==> src/rtl/reg_pkg.sv <==
// Shared register-file constants and the arbiter's lock-state encoding.
package reg_pkg;

  localparam int unsigned NUM_REGS   = 13;
  localparam int unsigned ID_W_DEF   = 4;
  localparam int unsigned DATA_W_DEF = 8;

  localparam logic [3:0] REG_CMP     = 4'h9;
  localparam logic [3:0] REG_SP      = 4'hA;
  localparam logic [3:0] REG_SF      = 4'hB;
  localparam logic [3:0] REG_PC      = 4'hC;
  localparam logic [3:0] REG_DISCARD = 4'hF;

  typedef enum logic {
    LK_FREE = 1'b0,
    LK_HELD = 1'b1
  } lock_state_t;

endpackage

==> src/rtl/register_write_arbiter_if.sv <==
// Requester handshake plus registered write port toward register_block.
interface register_write_arbiter_if #(
  parameter int unsigned N_REQ  = 4,
  parameter int unsigned ID_W   = 4,
  parameter int unsigned DATA_W = 8
);
  logic [N_REQ-1:0]        req_valid;
  logic [N_REQ-1:0]        req_ready;
  logic [N_REQ*ID_W-1:0]   req_id;
  logic [N_REQ*DATA_W-1:0] req_value;
  logic [N_REQ-1:0]        req_lock;
  logic                    wr_en;
  logic [ID_W-1:0]         wr_id;
  logic [DATA_W-1:0]       wr_value;
  logic                    err_bad_id;
  logic [$clog2(N_REQ)-1:0] grant_idx;

  modport master (
    output req_valid, req_id, req_value, req_lock,
    input  req_ready, wr_en, wr_id, wr_value, err_bad_id, grant_idx
  );

  modport slave (
    input  req_valid, req_id, req_value, req_lock,
    output req_ready, wr_en, wr_id, wr_value, err_bad_id, grant_idx
  );
endinterface

==> src/rtl/rr_priority_picker.sv <==
// Round-robin picker: first set request bit after ptr (wrapping), one-hot + index.
module rr_priority_picker #(
  parameter int unsigned N_REQ = 4,
  parameter int unsigned PTR_W = $clog2(N_REQ)
) (
  input  logic [N_REQ-1:0] req,
  input  logic [PTR_W-1:0] ptr,
  output logic [N_REQ-1:0] grant,
  output logic [PTR_W-1:0] idx,
  output logic             any
);

  logic [31:0] cand;

  // Scan candidates ptr+1 .. ptr+N_REQ (mod N_REQ); the first hit wins.
  always_comb begin
    grant = '0;
    idx   = '0;
    any   = 1'b0;
    cand  = '0;
    for (int unsigned k = 1; k <= N_REQ; k++) begin
      cand = (32'(ptr) + 32'(k)) % 32'(N_REQ);
      if (!any && req[cand[PTR_W-1:0]]) begin
        any                     = 1'b1;
        grant[cand[PTR_W-1:0]]  = 1'b1;
        idx                     = cand[PTR_W-1:0];
      end
    end
  end

endmodule

==> src/rtl/register_write_arbiter.sv <==
// Shares register_block's single write port among N_REQ writeback requesters:
// round-robin grant, optional lock for multi-register sequences, registered output.
module register_write_arbiter
  import reg_pkg::*;
#(
  parameter int unsigned N_REQ  = 4,
  parameter int unsigned ID_W   = ID_W_DEF,
  parameter int unsigned DATA_W = DATA_W_DEF
) (
  input  logic                     clock,
  input  logic                     reset_n,
  register_write_arbiter_if.slave  bus
);

  localparam int unsigned PTR_W = $clog2(N_REQ);

  lock_state_t        lock_state, lock_state_next;
  logic [PTR_W-1:0]   owner, owner_next;
  logic [PTR_W-1:0]   rr_ptr, rr_ptr_next;

  logic [N_REQ-1:0]   owner_mask;
  logic [N_REQ-1:0]   eligible;
  logic [N_REQ-1:0]   grant;
  logic [PTR_W-1:0]   winner;
  logic               any_grant;
  logic               transfer;
  logic               owner_valid;

  logic [ID_W-1:0]    sel_id;
  logic [DATA_W-1:0]  sel_value;
  logic               sel_lock;
  logic               sel_bad;

  // While locked only the owner may compete; otherwise every valid requester.
  always_comb begin
    owner_mask        = '0;
    owner_mask[owner] = 1'b1;
    owner_valid       = |(bus.req_valid & owner_mask);
    eligible          = (lock_state == LK_HELD) ? (bus.req_valid & owner_mask)
                                                : bus.req_valid;
  end

  rr_priority_picker #(
    .N_REQ (N_REQ),
    .PTR_W (PTR_W)
  ) u_picker (
    .req   (eligible),
    .ptr   (rr_ptr),
    .grant (grant),
    .idx   (winner),
    .any   (any_grant)
  );

  assign bus.req_ready = reset_n ? grant : '0;
  assign transfer      = reset_n & any_grant;

  // Mux the winning requester's id/value/lock and classify the id.
  always_comb begin
    sel_id    = '0;
    sel_value = '0;
    sel_lock  = 1'b0;
    for (int unsigned i = 0; i < N_REQ; i++) begin
      if (grant[i]) begin
        sel_id    = bus.req_id[i*ID_W +: ID_W];
        sel_value = bus.req_value[i*DATA_W +: DATA_W];
        sel_lock  = bus.req_lock[i];
      end
    end
    sel_bad = (sel_id >= ID_W'(NUM_REGS));
  end

  // Lock FSM next state, owner and round-robin pointer.
  always_comb begin
    lock_state_next = lock_state;
    owner_next      = owner;
    rr_ptr_next     = rr_ptr;
    if (transfer) begin
      rr_ptr_next = winner;
      if (sel_lock) begin
        lock_state_next = LK_HELD;
        owner_next      = winner;
      end else begin
        lock_state_next = LK_FREE;
      end
    end else if (lock_state == LK_HELD && !owner_valid) begin
      // Owner walked away: release and resume the search after the owner.
      lock_state_next = LK_FREE;
      rr_ptr_next     = owner;
    end
  end

  // Arbitration state register.
  always_ff @(posedge clock or negedge reset_n) begin
    if (!reset_n) begin
      lock_state <= LK_FREE;
      owner      <= '0;
      rr_ptr     <= PTR_W'(N_REQ - 1);
    end else begin
      lock_state <= lock_state_next;
      owner      <= owner_next;
      rr_ptr     <= rr_ptr_next;
    end
  end

  // Registered write port; bad ids are swallowed into REG_DISCARD with an error pulse.
  always_ff @(posedge clock or negedge reset_n) begin
    if (!reset_n) begin
      bus.wr_en      <= 1'b0;
      bus.wr_id      <= ID_W'(REG_DISCARD);
      bus.wr_value   <= '0;
      bus.err_bad_id <= 1'b0;
      bus.grant_idx  <= '0;
    end else if (transfer) begin
      bus.wr_en      <= !sel_bad;
      bus.wr_id      <= sel_bad ? ID_W'(REG_DISCARD) : sel_id;
      bus.wr_value   <= sel_bad ? '0 : sel_value;
      bus.err_bad_id <= sel_bad;
      bus.grant_idx  <= winner;
    end else begin
      bus.wr_en      <= 1'b0;
      bus.wr_id      <= ID_W'(REG_DISCARD);
      bus.wr_value   <= '0;
      bus.err_bad_id <= 1'b0;
    end
  end

endmodule

==> src/flat_wrapper.sv <==
// flat-port wrapper written by rule: the top's interface ports become plain ports
module register_write_arbiter_flat import reg_pkg::*;
#(
  parameter int unsigned N_REQ  = 4,
  parameter int unsigned ID_W   = ID_W_DEF,
  parameter int unsigned DATA_W = DATA_W_DEF
)
  (clock, reset_n, bus_req_valid, bus_req_id, bus_req_value, bus_req_lock, bus_req_ready, bus_wr_en, bus_wr_id, bus_wr_value, bus_err_bad_id, bus_grant_idx);
  register_write_arbiter_if #(.N_REQ(N_REQ), .ID_W(ID_W), .DATA_W(DATA_W)) bus_i ();
  input  logic clock;
  input  logic reset_n;
  input wire logic [$bits(bus_i.req_valid)-1:0] bus_req_valid;
  input wire logic [$bits(bus_i.req_id)-1:0] bus_req_id;
  input wire logic [$bits(bus_i.req_value)-1:0] bus_req_value;
  input wire logic [$bits(bus_i.req_lock)-1:0] bus_req_lock;
  output wire logic [$bits(bus_i.req_ready)-1:0] bus_req_ready;
  output wire logic [$bits(bus_i.wr_en)-1:0] bus_wr_en;
  output wire logic [$bits(bus_i.wr_id)-1:0] bus_wr_id;
  output wire logic [$bits(bus_i.wr_value)-1:0] bus_wr_value;
  output wire logic [$bits(bus_i.err_bad_id)-1:0] bus_err_bad_id;
  output wire logic [$bits(bus_i.grant_idx)-1:0] bus_grant_idx;
  assign bus_i.req_valid = bus_req_valid;
  assign bus_i.req_id = bus_req_id;
  assign bus_i.req_value = bus_req_value;
  assign bus_i.req_lock = bus_req_lock;
  assign bus_req_ready = bus_i.req_ready;
  assign bus_wr_en = bus_i.wr_en;
  assign bus_wr_id = bus_i.wr_id;
  assign bus_wr_value = bus_i.wr_value;
  assign bus_err_bad_id = bus_i.err_bad_id;
  assign bus_grant_idx = bus_i.grant_idx;
  register_write_arbiter #(.N_REQ(N_REQ), .ID_W(ID_W), .DATA_W(DATA_W)) u_core (.clock(clock), .reset_n(reset_n), .bus(bus_i));
endmodule
==> config.mk <==
export PLATFORM = sky130hd
export DESIGN_NAME = register_write_arbiter_flat
export DESIGN_NICKNAME = d
export VERILOG_FILES = /design/src/rtl/reg_pkg.sv /design/src/rtl/register_write_arbiter_if.sv /design/src/rtl/rr_priority_picker.sv /design/src/rtl/register_write_arbiter.sv /design/src/flat_wrapper.sv
export SDC_FILE = /design/constraint.sdc
export NUM_CORES = 1
export LEC_CHECK = 0
export CELL_PAD_IN_SITES_DETAIL_PLACEMENT = 0
export CELL_PAD_IN_SITES_GLOBAL_PLACEMENT = 2
export CORE_ASPECT_RATIO = 1.4
export CORE_MARGIN = 8
export CORE_UTILIZATION = 26
export CTS_BUF_LIST = sky130_fd_sc_hd__clkbuf_16
export CTS_CLUSTER_DIAMETER = 30
export DETAILED_ROUTE_END_ITERATION = 8
export PLACE_DENSITY = 0.92
export SETUP_SLACK_MARGIN = 0.05
export SKIP_CTS_REPAIR_TIMING = 1
export SYNTH_ARGS = -nofsm -noshare
export SYNTH_HDL_FRONTEND = slang
export SYNTH_HIERARCHICAL = 1
export SYNTH_SLANG_ARGS = --single-unit
==> constraint.sdc <==
create_clock -name clock -period 3.8 [get_ports clock]
set_input_delay 0.57 -clock clock [delete_from_list [all_inputs] [get_ports clock]]
set_output_delay 0.57 -clock clock [all_outputs]
set_load 0.03 [all_outputs]
* Word level (Yosys, flattened, before mapping)
Index checks and enable logic that the tools add are counted.
Widths: inputs -> output; s select.
** Storage, ports and cells
- Register bits after elaboration :: 21
- Bits in latches :: 0
- Memory bits (writable) :: 0
- Bits in read-only memories :: 0
- Input bits :: 58
- Output and inout port bits :: 20
- Word-level logic and storage cells :: 100
- Memories :: 0
** Cells by class
- Add/sub/neg operators :: 4
- Multiply operators :: 0
- Div/mod/pow operators :: 0
- Order comparisons :: 11
- Equality and inequality tests :: 0
- Shifts and indexed selects :: 0
- Muxes and demuxes :: 55
- Bitwise operators :: 5
- Reduce and logical (&&, ||, !) cells :: 17
** Operator list (number)
- $mux 4 :: 12
- $mux 8 :: 6
- $mux 1 :: 22
- $lt 2x3->1 const B :: 5
- $mux 2 :: 6
- $or 4x4->4 :: 3
- $demux 1 s2 :: 5
- $ge 2x1->1 const B :: 5
- $logic_and 1x1->1 :: 9
- $bmux 1 s2 :: 4
- $logic_not 1->1 :: 5
- $add 2x1->2 const B :: 2
- $add 2x2->2 const B :: 2
- $and 4x4->4 :: 1
- $ge 4x4->1 const B :: 1
- $reduce_or 4->1 :: 1
- $reduce_and 2->1 :: 1
- $reduce_bool 2->1 :: 1
- $and 1x1->1 :: 1

* Longest topological paths before layout
Gate-level depths: netlist (run 1).
- Word-level depth :: 25
- Mapped depth :: 16
- Gate-level depth less buffers :: 10

* Hierarchy
Netlist (run 1), hierarchy kept.
** By module, submodules not included
- register_write_arbiter :: instances 1, cells each 130, area each 1388.8 um^2, sequential area each 533.0 um^2
- rr_priority_picker :: instances 1, cells each 86, area each 629.4 um^2, sequential area each 0.0 um^2

* Worst setup path after synthesis (run 1)
OpenSTA, ideal clock, no wires.
- Kind :: register -> output
- From :: reg u_core.rr_ptr[0]
- To :: out bus_req_ready[1]
- Data arrival time :: 3.000 ns
- Data required time :: 3.230 ns
- Slack :: 0.230 ns
- Stages on the path, launching flop included :: 13
- Buffers on the path :: 5
- Cell sequence :: dfstp_2 > buf_6 > buf_2 > inv_1 > ha_1 > clkbuf_1 > inv_1 > a31oi_1 > o31ai_1 > or3_1 > buf_6 > clkbuf_1 > and2_1
** On the way
- Word-level cells in the longest chain between the ends :: 14
- Elaborated cells on any way between the ends :: 49
- Those cells by class :: add/sub: 4; order compare: 8; mux: 24; bitwise: 3; reduce/logical: 10
** RTL lines
- from (decl) :: line register_write_arbiter.sv:19 : logic [PTR_W-1:0] rr_ptr, rr_ptr_next;
- from (signal assigned) :: line register_write_arbiter.sv:97 : rr_ptr <= PTR_W'(N_REQ - 1);
- from (signal assigned) :: line register_write_arbiter.sv:101 : rr_ptr <= rr_ptr_next;
- branches (longest 12 deep; another with $lt 2x3->1)
- $mux 4 * :: line rr_priority_picker.sv:23 : if (!any && req[cand[PTR_W-1:0]]) begin
- via u_core.grant[1] :: line register_write_arbiter.sv:23 : logic [N_REQ-1:0] grant;
- $mux 4 * :: line register_write_arbiter.sv:54 : assign bus.req_ready = reset_n ? grant : '0;
- to (decl) :: line flat_wrapper.sv:16 : output wire logic [$bits(bus_i.req_ready)-1:0] bus_req_ready;
Mark *: on every way through the listed nets, which the timed path passes. The select of a mux whose other input is x is not followed.

* Worst setup path after layout (run 1)
- From :: in bus_req_valid[1]
- To :: out bus_req_ready[3]
** On the way
- Word-level cells in the longest chain between the ends :: 15
- Elaborated cells on any way between the ends :: 27
- Those cells by class :: mux: 17; bitwise: 4; reduce/logical: 6
** RTL lines
- from (decl) :: line flat_wrapper.sv:12 : input wire logic [$bits(bus_i.req_valid)-1:0] bus_req_valid;
- $and 4x4->4 :: line register_write_arbiter.sv:39 : eligible = (lock_state == LK_HELD) ? (bus.req_valid & owner_mask)
- $mux 4 * :: line register_write_arbiter.sv:39
- via u_core.eligible[1] :: line register_write_arbiter.sv:22 : logic [N_REQ-1:0] eligible;
- $bmux 1 s2 :: line rr_priority_picker.sv:23
- $mux 1 (not written as such) :: line rr_priority_picker.sv:23
- $mux 1 :: line rr_priority_picker.sv:23
- $logic_not 1->1 :: line rr_priority_picker.sv:23
- $logic_and 1x1->1 :: line rr_priority_picker.sv:23
- $mux 1 :: line rr_priority_picker.sv:23
- $logic_not 1->1 :: line rr_priority_picker.sv:23
- $logic_and 1x1->1 :: line rr_priority_picker.sv:23
- $mux 1 :: line rr_priority_picker.sv:23
- $logic_not 1->1 :: line rr_priority_picker.sv:23
- $logic_and 1x1->1 :: line rr_priority_picker.sv:23
- $mux 4 * :: line rr_priority_picker.sv:23
- via u_core.grant[3] :: line register_write_arbiter.sv:23
- $mux 4 * :: line register_write_arbiter.sv:54
The timed path passes the listed nets; every way through them passes the cells marked *. The select of a mux whose other input is x is not followed.

==> results.yml, run 1 <==
outcome:
  run_status: "completed"
worst_setup_path:
  setup.worst_path.start: "bus_req_valid[1]"
  r2r_end: "u_core/owner[1]$_DFFE_PN0P_"
  crit_type: "in2out"
  critical_path_required_ps: 3230
  critical_path_peak_fanout: 8
  crit_path_end: "bus_req_ready[3]"
  timing.rr.start: "u_core/rr_ptr[0]$_DFFE_PN1P_"
  reg2reg_depth: 11
  r2r_setup_slack_ps: 310
  worstSetupEndpointType: "output port"
  worst_ep_arrival_time_ps: 3060
  timing.critical_path.from_type: "input pin"
final_layout:
  layout.cells.most_common: "clkdlybuf4s50_1"
  final_area_mm2: 0.00324
  highest_count_cells_in_the_layout_ignoring_fill_and_taps: "clkdlybuf4s50_1, buf_4, dfrtp_1"
  final_core_utilization_pct: 42.4
  fin_cells: 426
  syn_to_final_growth_pct: 60.6
  post_route_cells_drive_above_1_share_pct: 25.8
  fillers: 764
  nNetsFinal: 393
  insertedDiodeCount: 0
placement:
  postPlaceCellArea_mm2: 0.00309
  place_congestion: 0.879
  detailed_place_hpwl_um: 5790
  port_buffers: 77
  dp.cells: 415
  preCtsSetupSlack_ps: -143
power_and_ir_drop:
  internal_power_mw: 1.82
  sequentialPowerShare_pct: 11.4
  leakagePower_nw: 1.34
  comb_power_share_pct: 82.2
  share_clk_of_total_power_pct: 6.4
  switching_portion_of_total_power_pct: 46.3
  report.power.total_mw: 3.38
  ir_drop_v: 0.000632
  power.net_switching_mw: 1.56
  power.density_cell_area_mw_per_mm2: 1040
floorplan:
  initial_utilization_pct: 26.4
  chipHeight_um: 120
  boundaryPins: 78
  dieArea_mm2: 0.0109
  placeableCoreArea_mm2: 0.00765
  chipWidth_um: 90.5
  number_of_rows_created_at_floorplan: 38
sta:
  final.period_utilization_pct: 95.5
  finalMaxSlewViolations: 0
  setup_viol_count_final: 0
  period_needed_ps: 3630
  timing.slew.headroom_pct: 64.8
  fmaxAchievable_mhz: 275
  timing.final.hold_violations: 0
  grt_setup_unrepaired: "false"
  worst_margin_slew_ps: 526
  postLayoutSetupSlackWorst_ps: 169
  fin_skew_ps: 3.33
yosys:
  synth.area.mux_share_pct: 5.89
  synth_top_family_by_area: "compound AO/OA/AOI/OAI gates"
  synth_compound_gate_area_share_pct: 36.6
  synthFlopType: "dfrtp_1"
  synth.yosys.warnings: 6
  combined_area_of_all_synthesized_cells_mm2: 0.00202
  yosys_register_bits: 21
  post_synth_fa_ha_maj_area_fraction_pct: 4.96
  synth.lib_cells_used.distinct: 55
  post_synth_and_or_nand_nor_area_fraction_pct: 17.7
  synthCells: 216
  syn_avg_cell_area_um2: 9.34
  synth_edf_count: 0
  synth.net_count: 282
  asyncSetResetFlopFracSynth_pct: 100
  synth-seq-area-share_pct: 26.4
  synth_xor_xnor_area_share_pct: 0
clocking:
  h-tree-depth: 1
  clk_pin_slew_ps: 60
  clock_sinks: 21
  numCtsBuffers: 3
  cts_tree: "yes"
  clockBufferDepth: 2
  insertion_delay_ps: 250
  root_buffer: "clkbuf_16"
global_route:
  gr-max-usage-layer: "met2"
  grt_first_pass_wirelength_um: 11200
  grt.met1_usage_pct: 15.0
  globalRouteOverflowTotal: 0
  pin_count_of_the_biggest_net_entering_global_routing: 18
  use_met2_pct: 21.9
  gr-usage-met3_pct: 1.18
  first_global_vias: 2201
  grt_antenna_before_repair: 0
  grt.total_usage_pct: 12.2
flow_run:
  drv.max_cap_violation_count: 0
route:
  avgRoutedWirePerCell_um: 16.6
  drt_first_pass_iters: 4
  vias_after_detailed_routing: 2184
  drtAntennaViolNets: 0
  drc: 0
  routed_wl_um: 7060
  drt_iter0_markers: 160
  via_per_inst: 5.13
hold_path:
  worst_hold_path_type: "reg2reg"
flip-flops by register name (all words and copies together) (netlist names):
signal                 count
u_core/owner               2
u_core/bus.grant_idx       2
u_core/bus.wr_id           4
u_core/lock_state          1
u_core/bus.err_bad_id      1
u_core/bus.wr_value        8
u_core/rr_ptr              2
u_core/bus.wr_en           1
worst min path at each step:
stage	start	end	slack (ps)	cells past startpoint
2_1_floorplan	reset_n	u_core/bus.err_bad_id$_DFF_PN0_	270	0
3_3_place_gp	u_core/bus.grant_idx[0]$_DFFE_PN0P_	u_core/bus.grant_idx[0]$_DFFE_PN0P_	470	1
3_5_place_dp	u_core/bus.grant_idx[1]$_DFFE_PN0P_	u_core/bus.grant_idx[1]$_DFFE_PN0P_	470	1
4_1_cts	u_core/bus.grant_idx[1]$_DFFE_PN0P_	u_core/bus.grant_idx[1]$_DFFE_PN0P_	480	1
5_1_grt	u_core/bus.grant_idx[1]$_DFFE_PN0P_	u_core/bus.grant_idx[1]$_DFFE_PN0P_	500	1
6_report	u_core/bus.grant_idx[1]$_DFFE_PN0P_	u_core/bus.grant_idx[1]$_DFFE_PN0P_	470	1
per-stage QoR:
| stage | setup TNS [ps] | hold slack (ps) |
|---|---|---|
| after global placement | -846 | 468 |
| after detailed placement | -1160 | 467 |
| final | 0 | 473 |
| after floorplan | 0 | 274 |
| after global routing | 0 | 496 |
| after CTS | -106 | 480 |
synthesized netlist by cell type (4+ instances only):
master    instances  area share (%)
mux2i_1           4             2.0
nand2b_1          6             1.9
a31oi_1           6             1.9
o221ai_1         10             4.3
buf_6             6             3.3
or3_1             4             1.2
a221o_1          10             5.0
and3_1            5             1.5
o31ai_1           5             1.9
a21oi_1           9             2.2
nand4_1           6             1.9
and2_1            7             2.2
nand2_1          14             2.6
a2111o_1          4             2.2
nor2_1            8             1.5
dfrtp_1          15              19
inv_1             9             1.7
clkbuf_1          5            0.93
dfstp_2           6             7.8
buf_2             8             2.0
ha_1              8             5.0
o21ai_0           5             1.2
a211oi_2          8             5.0
power groups by stage:
| stage | Clock, mW | Combinational [mW] | Sequential, mW |
|---|---|---|---|
| global route | 0.232 | 2.99 | 0.394 |
| detailed placement | 0 | 2.66 | 0.389 |
| finish | 0.217 | 2.78 | 0.385 |
| global placement | 0 | 2.66 | 0.386 |
| CTS | 0.222 | 2.68 | 0.385 |
| floorplan | 0 | 1.71 | 0.493 |
worst max-delay path, stage by stage:
cell and delay (ps):
clkdlybuf4s50_1 420, a21boi_0 130, buf_4 180, mux4_2 560, or3_1 380, a21oi_1 210, a2111o_1 220, buf_6 130
and2_1 110, buf_4 160
cell families (layout without fill, tap and decap cells):
kind of cell / after synthesis / in the layout
multiplexers: 9 / 9
AO/OA/AOI/OAI: 85 / 85
AND/OR/NAND/NOR: 63 / 63
buffers and inverters: 30 / 140
adder cells (fa/ha/maj): 8 / 8
flip-flops: 21 / 21
layer usage:
metal	part of all wire [%]	vias up
li1	-	1068
met1	44	1054
met2	51	54
met3	3.5	8
met4	1.4	0
met5	0	-
cell type report:
class,instances,area (um2),share of cell area (%)
clock buffer,3,75.1,2.32
clock inverter,1,5.00,0.154
inverter,9,33.8,1.04
multi-input combinational,165,1320,40.8
sequential,21,533,16.4
tap,100,125,3.86
timing repair buffer,127,1150,35.4
(Power assumes the default switching activity.)
==> run 2, diff against run 1 <==
--- a/config.mk
+++ b/config.mk
@@ -16,6 +16,7 @@
 export PLACE_DENSITY = 0.92
 export SETUP_SLACK_MARGIN = 0.05
 export SKIP_CTS_REPAIR_TIMING = 1
+export SKIP_LAST_GASP = 1
 export SYNTH_ARGS = -nofsm -noshare
 export SYNTH_HDL_FRONTEND = slang
 export SYNTH_HIERARCHICAL = 1
==> results of run 2 <==
The final DEF is identical to that of run 1; final timing and power are the same.
==> variant (flow settings as in run 1) <==
`N_REQ` is set to 4 in 4 places; all go to 8.
--- a/src/rtl/register_write_arbiter_if.sv
+++ b/src/rtl/register_write_arbiter_if.sv
@@ -1,6 +1,6 @@
 // Requester handshake plus registered write port toward register_block.
 interface register_write_arbiter_if #(
-  parameter int unsigned N_REQ  = 4,
+  parameter int unsigned N_REQ  = 8,
   parameter int unsigned ID_W   = 4,
   parameter int unsigned DATA_W = 8
 );
--- a/src/rtl/rr_priority_picker.sv
+++ b/src/rtl/rr_priority_picker.sv
@@ -1,6 +1,6 @@
 // Round-robin picker: first set request bit after ptr (wrapping), one-hot + index.
 module rr_priority_picker #(
-  parameter int unsigned N_REQ = 4,
+  parameter int unsigned N_REQ = 8,
   parameter int unsigned PTR_W = $clog2(N_REQ)
 ) (
   input  logic [N_REQ-1:0] req,
--- a/src/rtl/register_write_arbiter.sv
+++ b/src/rtl/register_write_arbiter.sv
@@ -3,7 +3,7 @@
 module register_write_arbiter
   import reg_pkg::*;
 #(
-  parameter int unsigned N_REQ  = 4,
+  parameter int unsigned N_REQ  = 8,
   parameter int unsigned ID_W   = ID_W_DEF,
   parameter int unsigned DATA_W = DATA_W_DEF
 ) (
--- a/src/flat_wrapper.sv
+++ b/src/flat_wrapper.sv
@@ -1,7 +1,7 @@
 // flat-port wrapper written by rule: the top's interface ports become plain ports
 module register_write_arbiter_flat import reg_pkg::*;
 #(
-  parameter int unsigned N_REQ  = 4,
+  parameter int unsigned N_REQ  = 8,
   parameter int unsigned ID_W   = ID_W_DEF,
   parameter int unsigned DATA_W = DATA_W_DEF
 )
Ports: changed (6 resized); port bits go from 78 to 139. The function was not compared with the original's and may differ.
==> variant against run 1 <==
The flow now finishes with violations (setup timing). Non-clock buffer count grew 155. Final cell count increased by 97%. Sequential cell count increased by 3. Synthesized area rose by 73%. Synthesized cell count up 87%. Maximum frequency is 18% lower. Cell area is 110% higher. Clock skew about the same. Routed wire length increased by 140%. Setup slack worse by 0.82 ns. Critical path type is now flop to flop. Largest cell class unchanged.
Power is left out: the tool's default activity adds up to more than one toggle a clock period on the data nets, which glitch-free logic cannot reach.
==> variant: results <==
{
  "portBuffers": 138,
  "use_met3": 0.03943,
  "met3RoutedLength_um": 1130,
  "dp_slack_ns": -1.091,
  "synthTopCellsByArea": "dfrtp_1, mux2i_1, a221oi_1, dfstp_2, mux4_1",
  "setup_slack_ns": -0.6472,
  "status": "complete, but fails checks",
  "violations": "setup timing",
  "wl_met2_um": 9535,
  "r2r_end": "u_core/bus.wr_value[5]",
  "whs_ns": 0.5104,
  "min_to": "u_core/bus.grant_idx[0]",
  "endpoint_kind": "flop",
  "gp_congestion": 0.9839,
  "drive_gt1_frac": 0.4216,
  "startpoint": "u_core/owner[1]",
  "wl_met1_um": 6075,
  "syn_area_per_cell_um2": 8.647,
  "yosysSeqAreaShare": 0.1744,
  "dp_cells": 795,
  "wl_per_cell_um": 20.58,
  "setup_viol": 26,
  "worst-endpoint-arrival_ns": 4.60,
  "grt_max_degree": 19,
  "setup_tns_ns": -13.86,
  "fin_skew_ns": 0.003324,
  "grt_pass1_vias": 4585,
  "grt_use_total": 0.1752,
  "r2r_cells": 19,
  "use_met2": 0.3428,
  "viasPerCell": 5.470,
  "nNetsFinal": 778,
  "hpwl_um": 13060,
  "drtIter0Drc": 304,
  "synth_cell_types": 78
}
-- variant: changes by cell type after synthesis, moves of 9 or more --
| cell | delta |
|---|---|
| o22ai_1 | +10 |
| mux2i_1 | +23 |
| a221oi_1 | +21 |
| inv_1 | +17 |
| o21ai_0 | +14 |
| nand2_1 | +26 |
| clkbuf_1 | +14 |
| mux2_2 | +9 |
| a21oi_1 | +23 |
-- variant: cell families after synthesis --
family                   count (synthesis)  share of synthesized area
AO/OA/AOI/OAI                          150                     0.3177
XOR/XNOR                                 4                    0.01433
adder cells (fa/ha/maj)                  6                    0.02149
buffers and inverters                   62                    0.08739
flip-flops                              24                     0.1744
multiplexers                            55                     0.2210
AND/OR/NAND/NOR                        103                     0.1637
-- variant: area by class of cell --
type                            instances  area (um^2)
Timing Repair Buffer                  282         2608
Fill cell                            1199         6477
Tap cell                              182        227.7
Sequential cell                        24        618.1
Clock inverter                          1        30.03
Multi-Input combinational cell        318         3098
Clock buffer                            3        75.07
Inverter                               29        128.9
